==> src/rtl/log_mult_pkg.sv <==
// rtl/log_mult_pkg.sv - shared widths, flag payload and default K for the log multiplier
// Purpose: widths of the log operand and of the log sum, the sign/zero flag
//          payload carried through every pipeline stage, and the default K.
// Ports:   none (package).
package log_mult_pkg;

  localparam int K_DEFAULT = 5;

  // Log operand is {leading-one position, truncated fraction}.
  function automatic int log_w(input int log_n, input int k);
    return log_n + k;
  endfunction

  // One extra bit so the sum of two log operands never overflows.
  function automatic int sum_w(input int log_n, input int k);
    return log_n + k + 1;
  endfunction

  typedef struct packed {
    logic sa;
    logic sb;
    logic za;
    logic zb;
  } flags_t;

endpackage

==> src/rtl/log_mult_lod_norm.sv <==
// rtl/log_mult_lod_norm.sv - leading-one detector and fraction normaliser
// Purpose: for a magnitude, find the leading-one position k, the bits below it
//          left-aligned into N-1 bits and truncated to K bits, and a zero flag.
// Ports:   mag  in  N      magnitude
//          k    out LOG_N  leading-one index (0 when mag is zero)
//          frac out K      truncated normalised fraction
//          zero out 1      mag == 0
module log_mult_lod_norm #(
  parameter int N     = 8,
  parameter int LOG_N = 3,
  parameter int K     = 5
) (
  input  logic [N-1:0]     mag,
  output logic [LOG_N-1:0] k,
  output logic [K-1:0]     frac,
  output logic             zero
);

  logic [N-1:0] shifted;

  always_comb begin
    k = '0;
    for (int i = 0; i < N; i++) begin
      if (mag[i]) k = LOG_N'(i);
    end
  end

  assign zero = (mag == '0);

  // Move the leading one to bit N-1; bits N-2 downwards are the fraction,
  // of which the top K survive.
  assign shifted = mag << (LOG_N'(N - 1) - k);
  assign frac    = K'(shifted >> (N - 1 - K));

endmodule

==> src/rtl/log_mult_k_pipe.sv <==
// rtl/log_mult_k_pipe.sv - 3-stage Mitchell logarithmic multiplier with valid/ready
// Purpose: approximate a*b as antilog(log a + log b) with a K-bit mantissa,
//          unsigned or ones'-complement signed per transaction, full backpressure.
// Ports:   clk, rst_n            clock, async active-low reset
//          in_valid/in_ready     operand handshake
//          in_a, in_b, in_signed operands and signedness
//          out_valid/out_ready   result handshake
//          out_z                 2N-bit product approximation
module log_mult_k_pipe
  import log_mult_pkg::*;
#(
  parameter int N     = 8,
  parameter int LOG_N = 3,
  parameter int K     = K_DEFAULT
) (
  input  logic           clk,
  input  logic           rst_n,
  input  logic           in_valid,
  output logic           in_ready,
  input  logic [N-1:0]   in_a,
  input  logic [N-1:0]   in_b,
  input  logic           in_signed,
  output logic           out_valid,
  input  logic           out_ready,
  output logic [2*N-1:0] out_z
);

  localparam int LW = log_w(LOG_N, K);
  localparam int SW = sum_w(LOG_N, K);
  localparam int PW = 2 * N + K + 1;

  typedef struct packed {
    flags_t          f;
    logic [LW-1:0]   la;
    logic [LW-1:0]   lb;
  } s1_t;

  typedef struct packed {
    flags_t          f;
    logic [SW-1:0]   sum;
  } s2_t;

  logic v1, v2, v3;
  logic adv1, adv2, adv3;
  s1_t  s1_d, s1_q;
  s2_t  s2_d, s2_q;
  logic [2*N-1:0] z_d, z_q;

  // Handshake: a stage may load when empty or when the next stage loads,
  // so ready ripples back combinationally from out_ready without a bubble.
  assign adv3     = ~v3 | out_ready;
  assign adv2     = ~v2 | adv3;
  assign adv1     = ~v1 | adv2;
  assign in_ready = adv1;

  // S1 front end: sign, magnitude, leading one, fraction, zero flag.
  logic             sa, sb, za, zb;
  logic [N-1:0]     ma, mb;
  logic [LOG_N-1:0] ka, kb;
  logic [K-1:0]     fa, fb;

  assign sa = in_signed & in_a[N-1];
  assign sb = in_signed & in_b[N-1];
  assign ma = sa ? ~in_a : in_a;
  assign mb = sb ? ~in_b : in_b;

  log_mult_lod_norm #(.N(N), .LOG_N(LOG_N), .K(K)) u_lod_a (
    .mag  (ma),
    .k    (ka),
    .frac (fa),
    .zero (za)
  );

  log_mult_lod_norm #(.N(N), .LOG_N(LOG_N), .K(K)) u_lod_b (
    .mag  (mb),
    .k    (kb),
    .frac (fb),
    .zero (zb)
  );

  always_comb begin
    s1_d      = '0;
    s1_d.f.sa = sa;
    s1_d.f.sb = sb;
    s1_d.f.za = za;
    s1_d.f.zb = zb;
    s1_d.la   = {ka, fa};
    s1_d.lb   = {kb, fb};
  end

  // S2 front end: log-domain add.
  always_comb begin
    s2_d     = '0;
    s2_d.f   = s1_q.f;
    s2_d.sum = SW'(s1_q.la) + SW'(s1_q.lb);
  end

  // S3 front end: antilog, sign restore, zero mask.
  logic [LOG_N:0]   e;
  logic [K-1:0]     f;
  logic [PW-1:0]    p_wide;
  logic [2*N-1:0]   p;

  assign e      = s2_q.sum[SW-1:K];
  assign f      = s2_q.sum[K-1:0];
  assign p_wide = PW'({1'b1, f}) << e;
  assign p      = (2*N)'(p_wide >> K);

  always_comb begin
    z_d = (s2_q.f.sa ^ s2_q.f.sb) ? ~p : p;
    if (s2_q.f.za | s2_q.f.zb) z_d = '0;
  end

  // Valid bits and payloads; payloads only move when real data moves,
  // which keeps out_z stable under backpressure.
  always_ff @(posedge clk or negedge rst_n) begin
    if (!rst_n) begin
      v1   <= 1'b0;
      v2   <= 1'b0;
      v3   <= 1'b0;
      s1_q <= '0;
      s2_q <= '0;
      z_q  <= '0;
    end else begin
      if (adv1) v1 <= in_valid;
      if (adv2) v2 <= v1;
      if (adv3) v3 <= v2;
      if (adv1 & in_valid) s1_q <= s1_d;
      if (adv2 & v1)       s2_q <= s2_d;
      if (adv3 & v2)       z_q  <= z_d;
    end
  end

  assign out_valid = v3;
  assign out_z     = z_q;

endmodule

==> config.mk <==
export PLATFORM = sky130hd
export DESIGN_NAME = log_mult_k_pipe
export DESIGN_NICKNAME = d
export VERILOG_FILES = /design/src/rtl/log_mult_pkg.sv /design/src/rtl/log_mult_lod_norm.sv /design/src/rtl/log_mult_k_pipe.sv
export SDC_FILE = /design/constraint.sdc
export NUM_CORES = 1
export LEC_CHECK = 0
export BUFFER_PORTS_ARGS = -buffer_cell sky130_fd_sc_hd__buf_2
export CAP_MARGIN = 10
export CORE_AREA = 2 2 70 98
export CTS_CLUSTER_SIZE = 30
export DETAILED_ROUTE_END_ITERATION = 6
export DIE_AREA = 0 0 72 100
export PLACE_DENSITY = 0.86
export SLEW_MARGIN = 20
export SYNTH_ARGS = -nofsm -noshare
export SYNTH_HDL_FRONTEND = slang
export SYNTH_HIERARCHICAL = 1
export SYNTH_SLANG_ARGS = --single-unit
==> constraint.sdc <==
create_clock -name clk -period 3.49 [get_ports clk]
set_clock_uncertainty 0.2 [all_clocks]
set_input_delay 0.5235 -clock clk [delete_from_list [all_inputs] [get_ports clk]]
set_output_delay 0.5235 -clock clk [all_outputs]
set_load 0.05 [all_outputs]
# Word-level counts from Yosys, hierarchy flattened
# Index checks and enable logic that the tools add are counted.
# Widths: inputs -> output; s select.
[op_classes]
add_sub_neg = 3
shifts = 3
n_mux = 18
n_bitwise = 16
reduce_logical = 2
[ops]
columns = ["cell", "n"]
rows = [
  ["$mux 3", 12],
  ["$mux 16", 2],
  ["$shl 6x4->21", 1],
  ["$logic_not 8->1", 2],
  ["$mux 8", 2],
  ["$not 16->16", 1],
  ["$not 8->8", 2],
  ["$shl 8x3->7", 2],
  ["$add 8x8->9", 1],
  ["$sub 3x3->3 const A", 2],
  ["$and 1x1->1", 5],
  ["$or 1x1->1", 4],
  ["$not 1->1", 3],
  ["$mux 1", 2],
  ["$xor 1x1->1", 1],
]
[totals]
ff_bits = 52
in_bits = 21
out_inout_bits = 18
word_cells = 57

# Longest topological paths before layout
# Gate-level depths: netlist of the first run.
[logic_depth]
ltp_word = 11
mapped_depth = 9
mapped_depth_nobuf = 8

# Hierarchy
# Netlist of the first run, hierarchy kept.
[by_module_without_submodules]
columns = ["module", "instances", "cells_each", "area_per_inst_um2", "seq_area_each_um2"]
rows = [
  ["log_mult_k_pipe", 1, 292, 3072.9, 1301.2],
  ["log_mult_lod_norm", 2, 49, 309.0, 0.0],
]

# Worst setup path before layout of the first run
# OpenSTA, ideal clock, no wires.
[synth_path]
path_kind = "reg-to-reg"
start = "register v3 (netlist: out_valid)"
end = "register s1_q[10] (netlist name)"
setup_ps = 128
arrival_ps = 2280
required_time_ps = 3162
slack_ps = 883
path_stages_with_launch = 6
n_path_buf = 1
synth_period_minus_slack_ps = 2607
path_cell_list = "dfrtp_1 > nor2b_1 > nand3_1 > nand2_1 > buf_2 > mux2_1"
[synth_via]
elab_chain_cells = 5
[synth_lines]
columns = ["element", "line_no", "source"]
rows = [
  ["from (decl)", "log_mult_k_pipe.sv:43", "logic v1, v2, v3;"],
  ["from (signal assigned)", "log_mult_k_pipe.sv:127", "if (adv3) v3 <= v2;"],
  ["$not 1->1", "log_mult_k_pipe.sv:51", "assign adv3 = ~v3 | out_ready;"],
  ["$or 1x1->1", "log_mult_k_pipe.sv:51", ""],
  ["$or 1x1->1", "log_mult_k_pipe.sv:52", "assign adv2 = ~v2 | adv3;"],
  ["$or 1x1->1", "log_mult_k_pipe.sv:53", "assign adv1 = ~v1 | adv2;"],
  ["named net in_ready", "log_mult_k_pipe.sv:19", "output logic in_ready,"],
  ["$and 1x1->1", "log_mult_k_pipe.sv:128", "if (adv1 & in_valid) s1_q <= s1_d;"],
  ["to (signal assigned)", "log_mult_k_pipe.sv:121", "s1_q <= '0;"],
  ["to (signal assigned)", "log_mult_k_pipe.sv:128", ""],
  ["to (decl)", "log_mult_k_pipe.sv:45", "s1_t s1_d, s1_q;"],
]
# The timed path passes the listed nets, and every way through them passes these cells.
# A chain may end at the register's enable or synchronous reset.

# Final worst setup path of the first run
[layout_path]
start = "input in_signed"
end = "register s1_q[11] (netlist name)"
[layout_via]
word_cells_on_any_way = 11
classes_between = "1 x add/sub; 1 x shift; 8 x mux; 1 x bitwise"
[layout_rtl]
columns = ["element", "line_no", "source"]
rows = [
  ["from (decl)", "log_mult_k_pipe.sv:22", "input logic in_signed,"],
  ["$and 1x1->1", "log_mult_k_pipe.sv:62", "assign sa = in_signed & in_a[N-1];"],
  ["$mux 8", "log_mult_k_pipe.sv:64", "assign ma = sa ? ~in_a : in_a;"],
  ["named net ma[6]", "log_mult_k_pipe.sv:58", "logic [N-1:0] ma, mb;"],
  ["$mux 3 (2 in a row)", "log_mult_lod_norm.sv:24", "if (mag[i]) k = LOG_N'(i);"],
  ["named net ka[0]", "log_mult_k_pipe.sv:59", "logic [LOG_N-1:0] ka, kb;"],
  ["$sub 3x3->3", "log_mult_lod_norm.sv:32", "assign shifted = mag << (LOG_N'(N - 1) - k);"],
  ["$shl 8x3->7", "log_mult_lod_norm.sv:32", ""],
  ["named net fa[3]", "log_mult_k_pipe.sv:60", "logic [K-1:0] fa, fb;"],
]
# The timed path passes the listed nets, and every way through them passes these cells.

==> flow_metrics.py, run 1 <==
metrics = {
    "run_status": {
        "status": "finished, final reports clean",
    },
    "detailed_routing": {
        "ant_nets": 0,
        "wl_um": 7740,
        "vias_per_cell": 6.30,
        "drt_first_pass_iters": 4,
        "vias": 3069,
        "avgRoutedWirePerCell_um": 15.9,
        "drtIter0Drc": 168,
        "drc_errors": 0,
    },
    "synthesis": {
        "syn_area_mm2": 0.00369,
        "avgSynthCellArea_um2": 9.46,
        "synth_edf_count": 0,
        "synthSimpleGateAreaFrac": 0.214,
        "synth_top_family_by_area": "simple AND/OR/NAND/NOR gates",
        "ys_seq_elements": 52,
        "synth.largest_area_cell": "dfrtp_1",
        "synth_nets": 420,
        "async_flop_share": 1.00,
        "synth_top_flop_cell": "dfrtp_1",
        "ys_seq_area_frac": 0.353,
        "synth_area_leaders": "dfrtp_1 (35%), mux2_1 (6.7%), xnor2_1 (4.7%)",
        "synthMuxAreaShare": 0.0976,
        "ys_warn_count": 6,
        "synthCells": 390,
        "synth_compound_area_frac": 0.202,
        "synth-adder-area-share": 0.0325,
        "netlist.area_leader.share": 0.353,
        "synth_xor_area_frac": 0.0617,
        "synth_cell_type_count": 70,
    },
    "timing": {
        "rsz0062_at_grt": "false",
        "whs_ns": 0.0474,
        "max_clock_freq_ghz": 0.349,
        "period_share": 0.822,
        "max_slew_margin": 0.444,
        "finalSetupTns_ns": 0,
        "setup_viol": 0,
        "fin_crit_ns": 2.87,
        "hold_viol": 0,
        "drv_slew": 0,
        "max_slew.worst_pin.slew_ns": 0.828,
    },
    "floorplanning": {
        "dieHeight_um": 100,
        "rows": 35,
        "start_util": 0.573,
        "core_mm2": 0.00644,
        "dieArea_mm2": 0.00720,
        "die-width_um": 72,
        "io-pin-count": 39,
    },
    "clocking": {
        "holdBufCountCts": 0,
        "cts-buffers-inserted": 5,
        "cts_resized": 0,
        "cts_tree": "built",
        "postCtsSetupBuffers": 0,
        "clk_pin_slew_ns": 0.09,
        "htreeDepth": 2,
        "clock_sinks": 52,
        "clockRootBuffer": "clkbuf_8",
        "clk_latency_ns": 0.30,
        "cts_max_path_buffers": 2,
    },
    "min_path": {
        "hold_class": "in -> async",
    },
    "placement": {
        "portBuffers": 38,
        "gp_congestion": 0.889,
        "dpl.hpwl_um": 5930,
    },
    "critical_path": {
        "crit_type": "in -> reg",
        "worstSetupEndpointType": "flop",
        "cp_slowest_cell": "xnor2_1",
        "crit_family": "XOR/XNOR gates",
        "required_ns": 3.47,
        "crit_buf_inv": 1,
        "slowest_delay_ns": 0.72,
        "worstPathArrival_ns": 2.85,
        "startpoint_type": "primary input",
        "cp_cell_sequence": "buf_2 -> nand2_1 -> xnor2_1 -> nor2b_1 -> a31oi_4 -> mux2i_1 -> o211ai_1 -> mux2_1",
        "critical_path_peak_fanout": 12,
    },
    "pwr": {
        "leakagePower_nw": 1.68,
        "ir_drop_mv": 0.276,
        "power.density_mw_per_mm2": 743,
    },
    "global_route": {
        "grt_pass1_vias": 2921,
        "gr-usage-all-layers": 0.229,
        "grt_max_degree": 53,
        "overflow": 0,
        "grt_pass1_wl_um": 13300,
        "antenna_found_initial": 0,
    },
    "cells_and_area": {
        "num_antenna_cells": 0,
        "final_nets": 445,
        "multi_input_area_mm2": 0.00224,
        "nFillCells": 538,
        "final_layout_size_suffix_gt1_frac": 0.155,
        "regArea_mm2": 0.00130,
        "areaGrowthSynthToFinish_pct": 7.29,
    },
    "flow_run": {
        "cap_violations": 0,
    },
}
flip-flops by register name, indices dropped and copies added (netlist names):
| register | cells |
|---|---|
| out_z | 16 |
| v2 | 1 |
| s1_q | 20 |
| s2_q | 4 |
| e | 4 |
| f | 5 |
| out_valid | 1 |
| v1 | 1 |
cell families after synthesis:
family | after synthesis
multiplexers | 32
XOR/XNOR | 23
flip-flops | 52
buffers and inverters | 35
AND/OR/NAND/NOR | 138
adder cells (fa/ha/maj) | 9
AO/OA/AOI/OAI | 101
through the flow:
| stage | power (mW) | setup WS (ns) | util | cells | area (um^2) |
|---|---|---|---|---|---|
| 6_report | 2.94 | 0.621 | 0.615 | 487 | 3960 |
| 5_1_grt | 3.16 | 0.439 | 0.615 | 487 | 3960 |
| 4_1_cts | 2.94 | 0.684 | 0.615 | 487 | 3960 |
| 3_5_place_dp | 2.63 | 0.378 | 0.604 | 482 | 3890 |
| 3_3_place_gp | 2.57 | 0.516 | 0.604 | 482 | 3890 |
| 2_1_floorplan | 2.30 | 0.883 | - | 390 | 3690 |
cells in the final DEF (no fill, tap or decap), types with 4 or more instances in the layout:
master     n
xnor2_1   20
nor2b_1    8
o21ai_1    6
a21oi_1   15
a211oi_1   7
ha_1       8
a21o_1     5
or3_1      4
a221o_1    4
mux2_1    22
nand3b_1   6
nor3_1     7
o211ai_1   5
nand2_1   31
dfrtp_1   52
nand2b_1  17
nand4_1    6
mux2i_1    9
buf_2     37
o21ai_0   18
o31ai_1    4
nand3_1    6
inv_1     13
clkbuf_8   5
nor2_1    25
nor4_1     4
routing by layer:
layer	up-vias	wire length, um	track usage	share of wire
met2	99	4230	0.429	0.55
met5	-	0	0	0
met4	0	274	0.0987	0.035
met3	27	261	0.0271	0.034
met1	1458	2970	0.254	0.38
li1	1485	-	-	-
area by class of cell:
class / count / share of cell area
clock buffer: 5 / 0.0174
inverter: 14 / 0.0133
timing repair buffer: 39 / 0.0506
sequential: 52 / 0.329
multi-input combinational: 303 / 0.567
tap: 74 / 0.0234
worst paths after layout:
check	from	to	slack [ns]	cells after the start
hold / removal	rst_n	out_z[8]	0.05	1
min in group clk	in_valid	v1	0.23	2
setup reg to reg	s1_q[0]	e[1]	1.18	6
hold reg to reg	out_z[0]	out_z[0]	0.29	2
setup / recovery	in_signed	s1_q[11]	0.62	8
max in group asynchronous	rst_n	e[0]	2.62	1
cell usage after synthesis (7+ instances only):
cell / number
nand2_1: 31
a211oi_1: 7
dfrtp_1: 52
nor2b_1: 8
xnor2_1: 20
buf_2: 8
nor2_1: 25
clkbuf_1: 12
a21oi_1: 15
mux2_1: 22
ha_1: 8
inv_1: 13
nand2b_1: 17
o21ai_0: 18
mux2i_1: 9
nor3_1: 7
where the power goes:
part / internal (mW) / total [mW] / switching (mW)
combinational: 0.608 / 1.58 / 0.976
clock: 0.130 / 0.310 / 0.180
sequential: 0.796 / 1.05 / 0.250
total: 1.53 / 2.94 / 1.41
worst reg2reg max path: cells and delay by family, from the launching register on:
family / cells / cell delay [ns]
adder cells (fa/ha/maj): 2 / 0.67
AO/OA/AOI/OAI: 4 / 0.94
flip-flops: 1 / 0.39
(Power assumes the default switching activity.)
==> inputs of run 2 (changes only) <==
==> constraint.sdc (replaced) <==
create_clock -name clk -period 3 [get_ports clk]
set_clock_uncertainty 0.2 [all_clocks]
set_input_delay 0.45 -clock clk [delete_from_list [all_inputs] [get_ports clk]]
set_output_delay 0.45 -clock clk [all_outputs]
set_load 0.05 [all_outputs]
==> flow_metrics.py, run 2 (synthesized netlist as in run 1, its figures left out) <==
metrics = {
    "pwr": {
        "pwr-share-comb": 0.513,
        "p_clk_frac": 0.153,
        "netSwitchingPower_mw": 1.69,
        "seqPwrFrac": 0.334,
        "ir_drop_mv": 0.393,
        "p_int_mw": 1.98,
        "leakagePower_nw": 1.77,
        "power.density_mw_per_mm2": 889,
        "switching_share": 0.460,
    },
    "floorplanning": {
        "dieHeight_um": 100,
        "core_mm2": 0.00644,
        "rows": 35,
        "io-pin-count": 39,
        "die-width_um": 72,
        "dieArea_mm2": 0.00720,
        "start_util": 0.573,
    },
    "detailed_routing": {
        "ant_nets": 0,
        "vias": 3113,
        "avgRoutedWirePerCell_um": 16.1,
        "drtIter0Drc": 167,
        "vias_per_cell": 6.19,
        "wl_um": 8120,
        "drt_first_pass_iters": 5,
        "drc_errors": 0,
    },
    "global_route": {
        "gr-usage-all-layers": 0.235,
        "grt_util_met3": 0.0331,
        "antenna_found_initial": 0,
        "overflow": 0,
        "grt.busiest_layer": "met2",
        "grt_use_met1": 0.234,
        "grt_max_degree": 30,
        "grtUsageMet2": 0.457,
        "grt_pass1_wl_um": 13500,
        "grt_pass1_vias": 3021,
    },
    "timing": {
        "hold_viol": 0,
        "period_share": 0.843,
        "whs_ns": 0.143,
        "setup_viol": 0,
        "finalSetupTns_ns": 0,
        "drv_slew": 0,
        "max_clock_freq_ghz": 0.396,
        "max_slew_margin": 0.527,
        "rsz0062_at_grt": "false",
        "max_slew.worst_pin.slew_ns": 0.692,
        "fin_crit_ns": 2.53,
    },
    "critical_path": {
        "worstSetupEndpointType": "flop",
        "startpoint_type": "primary input",
        "required_ns": 3.00,
        "worstPathArrival_ns": 2.53,
        "critical_path_peak_fanout": 8,
        "crit_type": "in -> reg",
    },
    "cells_and_area": {
        "utilization": 0.641,
        "num_antenna_cells": 0,
        "areaGrowthSynthToFinish_pct": 11.8,
        "final_layout_size_suffix_gt1_frac": 0.184,
        "final_nets": 459,
        "final_common_cell": "dfrtp_1",
        "final_cell_mix": "dfrtp_1 (52), buf_2 (38), nand2_1 (31)",
        "largest_reg_flops": 20,
        "regMostFlops": "s1_q",
        "fin_area_mm2": 0.00413,
        "nFillCells": 517,
    },
    "flow_run": {
        "cap_violations": 0,
    },
    "placement": {
        "dpl.hpwl_um": 6340,
        "dpl-instance-area_mm2": 0.00399,
        "portBuffers": 38,
        "gp_congestion": 0.945,
    },
    "clocking": {
        "clockRootBuffer": "clkbuf_8",
        "clk_pin_slew_ns": 0.09,
        "clock_sinks": 52,
        "cts-buffers-inserted": 5,
        "postCtsSetupBuffers": 0,
        "holdBufCountCts": 1,
        "cts_tree": "built",
        "clk_latency_ns": 0.31,
        "cts_max_path_buffers": 2,
        "cts_resized": 0,
        "htreeDepth": 2,
    },
    "run_status": {
        "status": "finished, final reports clean",
    },
    "min_path": {
        "hold_class": "in -> reg",
    },
}
[run 2: cell count changes in the layout (fill, tap and decap cells not counted), sizes merged]
cell	delta
buf	+13
bufinv	+2
dlygate4sd3	+1
[run 2: worst paths after layout]
path,from,end,slack (ns),cells after the start
worst max-delay path,in_signed,s1_q[11],0.47,8
worst min-delay path,in_valid,v1,0.14,2
worst max register to register,e[0],out_z[0],0.71,4
worst min register to register,out_z[15],out_z[15],0.29,2
max in group asynchronous,rst_n,f[2],1.41,3
min in group asynchronous,rst_n,out_z[4],0.44,2
[run 2: metal layers]
| layer | vias up | part of all wire | wire [um] |
|---|---|---|---|
| met5 | - | 0 | 0 |
| met4 | 0 | 0.044 | 354 |
| met3 | 31 | 0.028 | 230 |
| met2 | 89 | 0.56 | 4540 |
| met1 | 1483 | 0.37 | 3000 |
| li1 | 1510 | - | - |
[run 2: per-stage QoR]
| stage | std cells | total power, mW | setup slack [ns] |
|---|---|---|---|
| floorplan | 390 | 2.67 | 0.393 |
| global placement | 495 | 3.02 | 0.229 |
| detailed placement | 495 | 3.10 | 0.140 |
| CTS | 503 | 3.67 | 0.470 |
| global route | 503 | 3.91 | 0.301 |
| finish | 503 | 3.67 | 0.472 |
[run 2: power by group through the flow]
stage | Combinational (mW) | Sequential (mW) | Clock (mW)
6_report | 1.88 | 1.23 | 0.560
5_1_grt | 2.05 | 1.26 | 0.596
4_1_cts | 1.88 | 1.23 | 0.569
3_5_place_dp | 1.86 | 1.24 | 0
3_3_place_gp | 1.80 | 1.22 | 0
2_1_floorplan | 1.23 | 1.44 | 0
[run 2: final cells by class]
class	count	area (um^2)	area share
clock buffers	5	68.8	0.0167
clock inverters	2	60.1	0.0146
inverters	14	52.6	0.0127
multi-input cells	303	2240	0.544
flip-flops and latches	52	1300	0.315
well taps	74	92.6	0.0224
repair buffers	53	305	0.0740
[run 2: critical path, cell delays in order]
cell,delay [ns]
buf_2,0.10
nand2_1,0.23
xnor2_1,0.37
or3b_4,0.44
a31oi_4,0.21
mux2i_1,0.30
o211ai_1,0.13
mux2_1,0.28
